--- config.mk ---
export PLATFORM = sky130hd
export DESIGN_NAME = mem_arbiter
export DESIGN_NICKNAME = d
export VERILOG_FILES = /design/src/rtl/mem_arbiter_pkg.sv /design/src/rtl/mem_arb_slot.sv /design/src/rtl/mem_arbiter.sv
export SDC_FILE = /design/constraint.sdc
export NUM_CORES = 1
export LEC_CHECK = 0
export ABC_AREA = 1
export CORE_ASPECT_RATIO = 0.6
export CORE_MARGIN = 2
export CORE_UTILIZATION = 49
export DETAILED_ROUTE_END_ITERATION = 10
export PLACE_DENSITY = 0.82
export RECOVER_POWER = 25
export SYNTH_ARGS = -nofsm -noshare
export SYNTH_HDL_FRONTEND = slang
export SYNTH_SLANG_ARGS = --single-unit
export TNS_END_PERCENT = 50
--- constraint.sdc ---
create_clock -name clk -period 2.25 [get_ports clk]
set_input_delay 0.45 -clock clk [delete_from_list [all_inputs] [get_ports clk]]
set_output_delay 0.45 -clock clk [all_outputs]
set_load 0.01 [all_outputs]
--- src/rtl/mem_arbiter_pkg.sv ---
// Shared types for the dual-slot data-memory arbiter.
// MEM_ARB_ST_LD_FWD_EN (see mem_arbiter.sv) enables slot0-store to slot1-load forwarding.
package mem_arbiter_pkg;

    localparam int unsigned ADDR_W = 32;
    localparam int unsigned DATA_W = 32;
    localparam int unsigned BE_W   = DATA_W / 8;
    localparam int unsigned OFS_W  = $clog2(BE_W);

    typedef enum logic [2:0] {
        IDLE,
        REQ0,
        WAIT0,
        REQ1,
        WAIT1,
        DONE
    } arb_state_e;

    typedef struct packed {
        logic              mem_en;
        logic              mem_we;
        logic [ADDR_W-1:0] addr;
        logic [DATA_W-1:0] wdata;
        logic [BE_W-1:0]   be;
    } mem_access_t;

    typedef struct packed {
        mem_access_t       acc;
        logic [DATA_W-1:0] result;
    } mem_require_t;

    function automatic logic [ADDR_W-1:0] word_align(input logic [ADDR_W-1:0] a);
        return {a[ADDR_W-1:OFS_W], OFS_W'(0)};
    endfunction

endpackage

--- src/rtl/mem_arb_slot.sv ---
// Holds one captured execute slot: its memory access and its writeback data.
module mem_arb_slot
    import mem_arbiter_pkg::*;
(
    input  logic              clk,
    input  logic              rst,
    input  logic              capture,
    input  mem_require_t      cap_req,
    input  logic              wr_en,
    input  logic [DATA_W-1:0] wr_data,
    output mem_access_t       acc,
    output logic [DATA_W-1:0] data
);

    // Capture seeds data with the ALU result; a load return overwrites it.
    always_ff @(posedge clk) begin
        if (rst) begin
            acc  <= '0;
            data <= '0;
        end else if (capture) begin
            acc  <= cap_req.acc;
            data <= cap_req.result;
        end else if (wr_en) begin
            data <= wr_data;
        end
    end

endmodule

--- src/rtl/mem_arbiter.sv ---
// Serialises the two execute slots onto the single dmem port, slot 0 first.
// Optional `MEM_ARB_ST_LD_FWD_EN: forward a full-word slot0 store to a same-address slot1 load.
module mem_arbiter
    import mem_arbiter_pkg::*;
(
    input  logic                   clk,
    input  logic                   rst,
    input  logic                   flush,
    input  logic                   in_valid,
    input  mem_require_t [1:0]     mem_require,
    output logic                   stall,
    output logic                   dmem_req,
    output logic                   dmem_we,
    output logic [ADDR_W-1:0]      dmem_addr,
    output logic [DATA_W-1:0]      dmem_wdata,
    output logic [BE_W-1:0]        dmem_be,
    input  logic                   dmem_ready,
    input  logic                   dmem_rvalid,
    input  logic [DATA_W-1:0]      dmem_rdata,
    output logic [1:0]             wb_valid,
    output logic [1:0][DATA_W-1:0] wb_data
);

    arb_state_e        state, state_n;
    logic              abort, abort_n;
    logic              capture, s0_wr, s1_wr, fwd_hit;
    logic [DATA_W-1:0] s1_wr_data, s0_data, s1_data;
    mem_access_t       s0, s1, req_acc;
    logic              stall_d, req_d;
    logic [1:0]        wb_valid_d;

    mem_arb_slot u_slot0 (
        .clk     (clk),
        .rst     (rst),
        .capture (capture),
        .cap_req (mem_require[0]),
        .wr_en   (s0_wr),
        .wr_data (dmem_rdata),
        .acc     (s0),
        .data    (s0_data)
    );

    mem_arb_slot u_slot1 (
        .clk     (clk),
        .rst     (rst),
        .capture (capture),
        .cap_req (mem_require[1]),
        .wr_en   (s1_wr),
        .wr_data (s1_wr_data),
        .acc     (s1),
        .data    (s1_data)
    );

`ifdef MEM_ARB_ST_LD_FWD_EN
    assign fwd_hit = s0.mem_en && s0.mem_we && s1.mem_en && !s1.mem_we &&
                     (word_align(s0.addr) == word_align(s1.addr)) && (&s0.be);
`else
    assign fwd_hit = 1'b0;
`endif

    // State and registered outputs.
    always_ff @(posedge clk) begin
        if (rst) begin
            state      <= IDLE;
            abort      <= 1'b0;
            stall      <= 1'b0;
            dmem_req   <= 1'b0;
            dmem_we    <= 1'b0;
            dmem_addr  <= '0;
            dmem_wdata <= '0;
            dmem_be    <= '0;
            wb_valid   <= '0;
            wb_data    <= '0;
        end else begin
            state    <= state_n;
            abort    <= abort_n;
            stall    <= stall_d;
            dmem_req <= req_d;
            wb_valid <= wb_valid_d;
            if (req_d) begin
                dmem_we    <= req_acc.mem_we;
                dmem_addr  <= word_align(req_acc.addr);
                dmem_wdata <= req_acc.wdata;
                dmem_be    <= req_acc.be;
            end
            if (state == DONE) begin
                wb_data <= {s1_data, s0_data};
            end
        end
    end

    // Next state and slot update strobes.
    always_comb begin
        state_n    = state;
        abort_n    = abort;
        capture    = 1'b0;
        s0_wr      = 1'b0;
        s1_wr      = 1'b0;
        s1_wr_data = dmem_rdata;
        case (state)
            IDLE, DONE: begin
                abort_n = 1'b0;
                state_n = IDLE;
                if (in_valid && !flush) begin
                    capture = 1'b1;
                    state_n = mem_require[0].acc.mem_en ? REQ0 :
                              mem_require[1].acc.mem_en ? REQ1 : DONE;
                end
            end
            REQ0: begin
                // A request accepted in the flush cycle still owes a response.
                if (dmem_ready) begin
                    state_n = WAIT0;
                    abort_n = flush;
                end else if (flush) begin
                    state_n = IDLE;
                end
            end
            WAIT0: begin
                if (dmem_rvalid) begin
                    abort_n = 1'b0;
                    if (abort || flush) begin
                        state_n = IDLE;
                    end else begin
                        s0_wr = !s0.mem_we;
                        if (fwd_hit) begin
                            s1_wr      = 1'b1;
                            s1_wr_data = s0.wdata;
                            state_n    = DONE;
                        end else begin
                            state_n = s1.mem_en ? REQ1 : DONE;
                        end
                    end
                end else if (flush) begin
                    abort_n = 1'b1;
                end
            end
            REQ1: begin
                if (dmem_ready) begin
                    state_n = WAIT1;
                    abort_n = flush;
                end else if (flush) begin
                    state_n = IDLE;
                end
            end
            WAIT1: begin
                if (dmem_rvalid) begin
                    abort_n = 1'b0;
                    if (abort || flush) begin
                        state_n = IDLE;
                    end else begin
                        s1_wr   = !s1.mem_we;
                        state_n = DONE;
                    end
                end else if (flush) begin
                    abort_n = 1'b1;
                end
            end
            default: state_n = IDLE;
        endcase
    end

    // Output next values; the request source is the input pair on the capture cycle.
    always_comb begin
        stall_d    = state_n inside {REQ0, WAIT0, REQ1, WAIT1};
        req_d      = (state_n == REQ0) || (state_n == REQ1);
        wb_valid_d = {2{(state == DONE) && !flush}};
        if (state_n == REQ1) begin
            req_acc = capture ? mem_require[1].acc : s1;
        end else begin
            req_acc = capture ? mem_require[0].acc : s0;
        end
    end

endmodule

==> flow_summary.yaml <==
layout:
  final_cell_mix: "775 x nand2_1, 371 x clkdlybuf4s50_1, 337 x dfxtp_1"
  mostFrequentLayoutCell: "nand2_1"
  stdcell_count: 2806
  area_growth_pct: 39.0
  drive_above_1_share: 0.0605
  nets: 2652
  utilization: 0.687
place:
  numPortBuffers: 372
  dp_hpwl_um: 32300
  dp_cells: 2752
  gp_congestion: 0.915
  post-place-ws_ns: -0.268
clocking:
  cts.path.max_buffers: 3
  cts_sinks: 337
  clk_latency_ns: 0.57
  h-tree-depth: 1
  numCtsBuffers: 31
  holdBufCountCts: 0
  cts_resized: 0
  cts.clk_slew.worst_paths_ns: 0.06
  cts_setup_buffers: 0
  cts-root-buf: "clkbuf_16"
  cts_tree: "done"
logic_synthesis:
  synth.distinct_cells: 30
  synth_area_leader_cell: "dfxtp_1"
  yosys_warnings: 0
  synth_fa_ha_area_frac: 0
  synth_mux_area_frac: 0
  ys_seq_area_frac: 0.479
  syn-cell-area_um2: 14100
  syn_avg_cell_area_um2: 6.83
  synth_top_area_frac: 0.479
  synth_top_family_by_area: "simple AND/OR/NAND/NOR gates"
  ys_top_cells_by_area: "dfxtp_1 48%, nand2_1 21%, a21oi_1 7.5%, nor2_1 4.3%, inv_1 4.1%"
  synth_compound_area_frac: 0.144
  synthXorXnorAreaFrac: 0
  synth-seq-cells: 337
  synthCells: 2063
  synth_simple_gate_area_frac: 0.288
run_status:
  outcome: "finished, final reports clean"
pwr:
  max-vdd-ir-drop_mv: 0.505
  leakagePower_nw: 8.49
  p_per_area_nw_per_um2: 750
route:
  wl_um: 46400
  routed.top_layer: "met5"
  wl_met2_um: 20300
  drtPass1Iterations: 6
  route.met3.wl_um: 3960
  ant_nets: 0
  viasPerCell: 5.25
  vias: 14700
  m1WireLength_um: 20600
  wl_per_cell_um: 16.5
  drc: 0
  initialDrtViolationCount: 1444
worst_setup_path:
  crit_required_ns: 2.74
  path_class: "flip-flop to flip-flop"
  crit_fanout: 66
  crit_path_end_kind: "flip-flop"
  critPathLaunchType: "flip-flop"
  arrival_ns: 2.55
timing:
  clock_skew_ns: 0.0149
  max_slew_margin: 0.506
  hold_viol_final: 0
  final.setup.worst_slack_ns: 0.182
  grt_setup_unrepaired: "false"
  clock.fmax_ghz: 0.484
  period_needed_ns: 2.07
  finalCritPeriodShare: 0.919
  worstMarginPinSlew_ns: 0.742
  setup_violations: 0
  slew_viol_final: 0
floorplanning:
  ios: 379
  dieArea_um2: 30200
  die_w_um: 223
  row_count: 48
  core_um2: 28500
  start_util: 0.494
  fp.dieH_um: 135
min_path:
  hp-class: "primary input to flip-flop"
grt:
  grt_overflow: 0
  grt_max_degree: 86
  grt_pass1_vias: 13400
  grt_pass1_wl_um: 71100
  grt.total_usage: 0.295
  antenna_found_initial: 3
run:
  max_cap_violations: 0
[power breakdown]
group / switching [W] / total, W / internal, W
registers: 0.000210 / 0.00660 / 0.00639
logic: 0.00156 / 0.00289 / 0.00133
clock network: 0.00228 / 0.00520 / 0.00292
[through the flow]
| stage | area, um2 | hold WS [ns] | setup TNS, ns | total power (W) |
|---|---|---|---|---|
| floorplan | 14100 | 0.436 | 0 | 0.00815 |
| global placement | 18600 | 0.444 | -8.72 | 0.00950 |
| detailed placement | 18600 | 0.449 | -16.56 | 0.00958 |
| CTS | 19600 | 0.270 | 0 | 0.0147 |
| global route | 19600 | 0.293 | 0 | 0.0153 |
| finish | 19600 | 0.283 | 0 | 0.0147 |
[logic make-up (layout without fill, tap and decap cells)]
logic type / Yosys count / after routing
AOI/OAI and AO/OA: 384 / 384
buffers and inverters: 303 / 668
DFF: 337 / 337
other: 1 / 4
and+or+nand+nor: 1038 / 1038
[final cells by class]
type	count	area, um2
clock buffers	40	870
flip-flops and latches	337	6750
clock inverters	12	113
fillers	2293	8940
repair buffers	458	4670
diodes	2	5.00
well taps	375	469
inverters	158	598
multi-input cells	1424	6120
[path summary, 6_finish.rpt]
kind	from	end	slack [ns]	depth (start not counted)
worst max-delay path	state[1]	wb_data[46]	0.18	7
worst min-delay path	rst	wb_data[14]	0.28	2
worst max register to register	state[1]	wb_data[46]	0.18	7
worst min register to register	u_slot0.data[29]	wb_data[29]	0.45	2
[worst max-delay path: stages, from the launching register on]
cell	delay [ns]
dfxtp_1	0.35
inv_1	0.12
nand3_2	0.08
buf_4	0.36
inv_2	0.11
buf_4	0.58
nand2_1	0.20
a21oi_1	0.17
[per-layer routing]
layer / track usage / vias up
met1: 0.409 / 6773
met3: 0.0657 / 105
met2: 0.463 / 639
li1: - / 7199
met4: 0.0865 / 2
met5: 0 / -
[Yosys cell counts (all sizes together)]
library cell	number
o21a	1
o221ai	1
buf	70
nand2	778
dfxtp	337
o211ai	11
a21oi	213
nand3	93
clkinv	1
nor3	2
o21ai	105
inv	157
nand3b	1
conb	1
nor2	162
a31oi	53
nor3b	1
nand4	1
clkbuf	75
[flip-flops by register name, summed over array words and instances (netlist names), 3 cells and up]
signal / flops
dmem_wdata: 32
wb_data: 64
u_slot1.acc: 68
state: 3
u_slot1.data: 32
u_slot0.data: 32
dmem_addr: 30
u_slot0.acc: 67
dmem_be: 4
No activity file was read; power rests on OpenSTA's default activity.
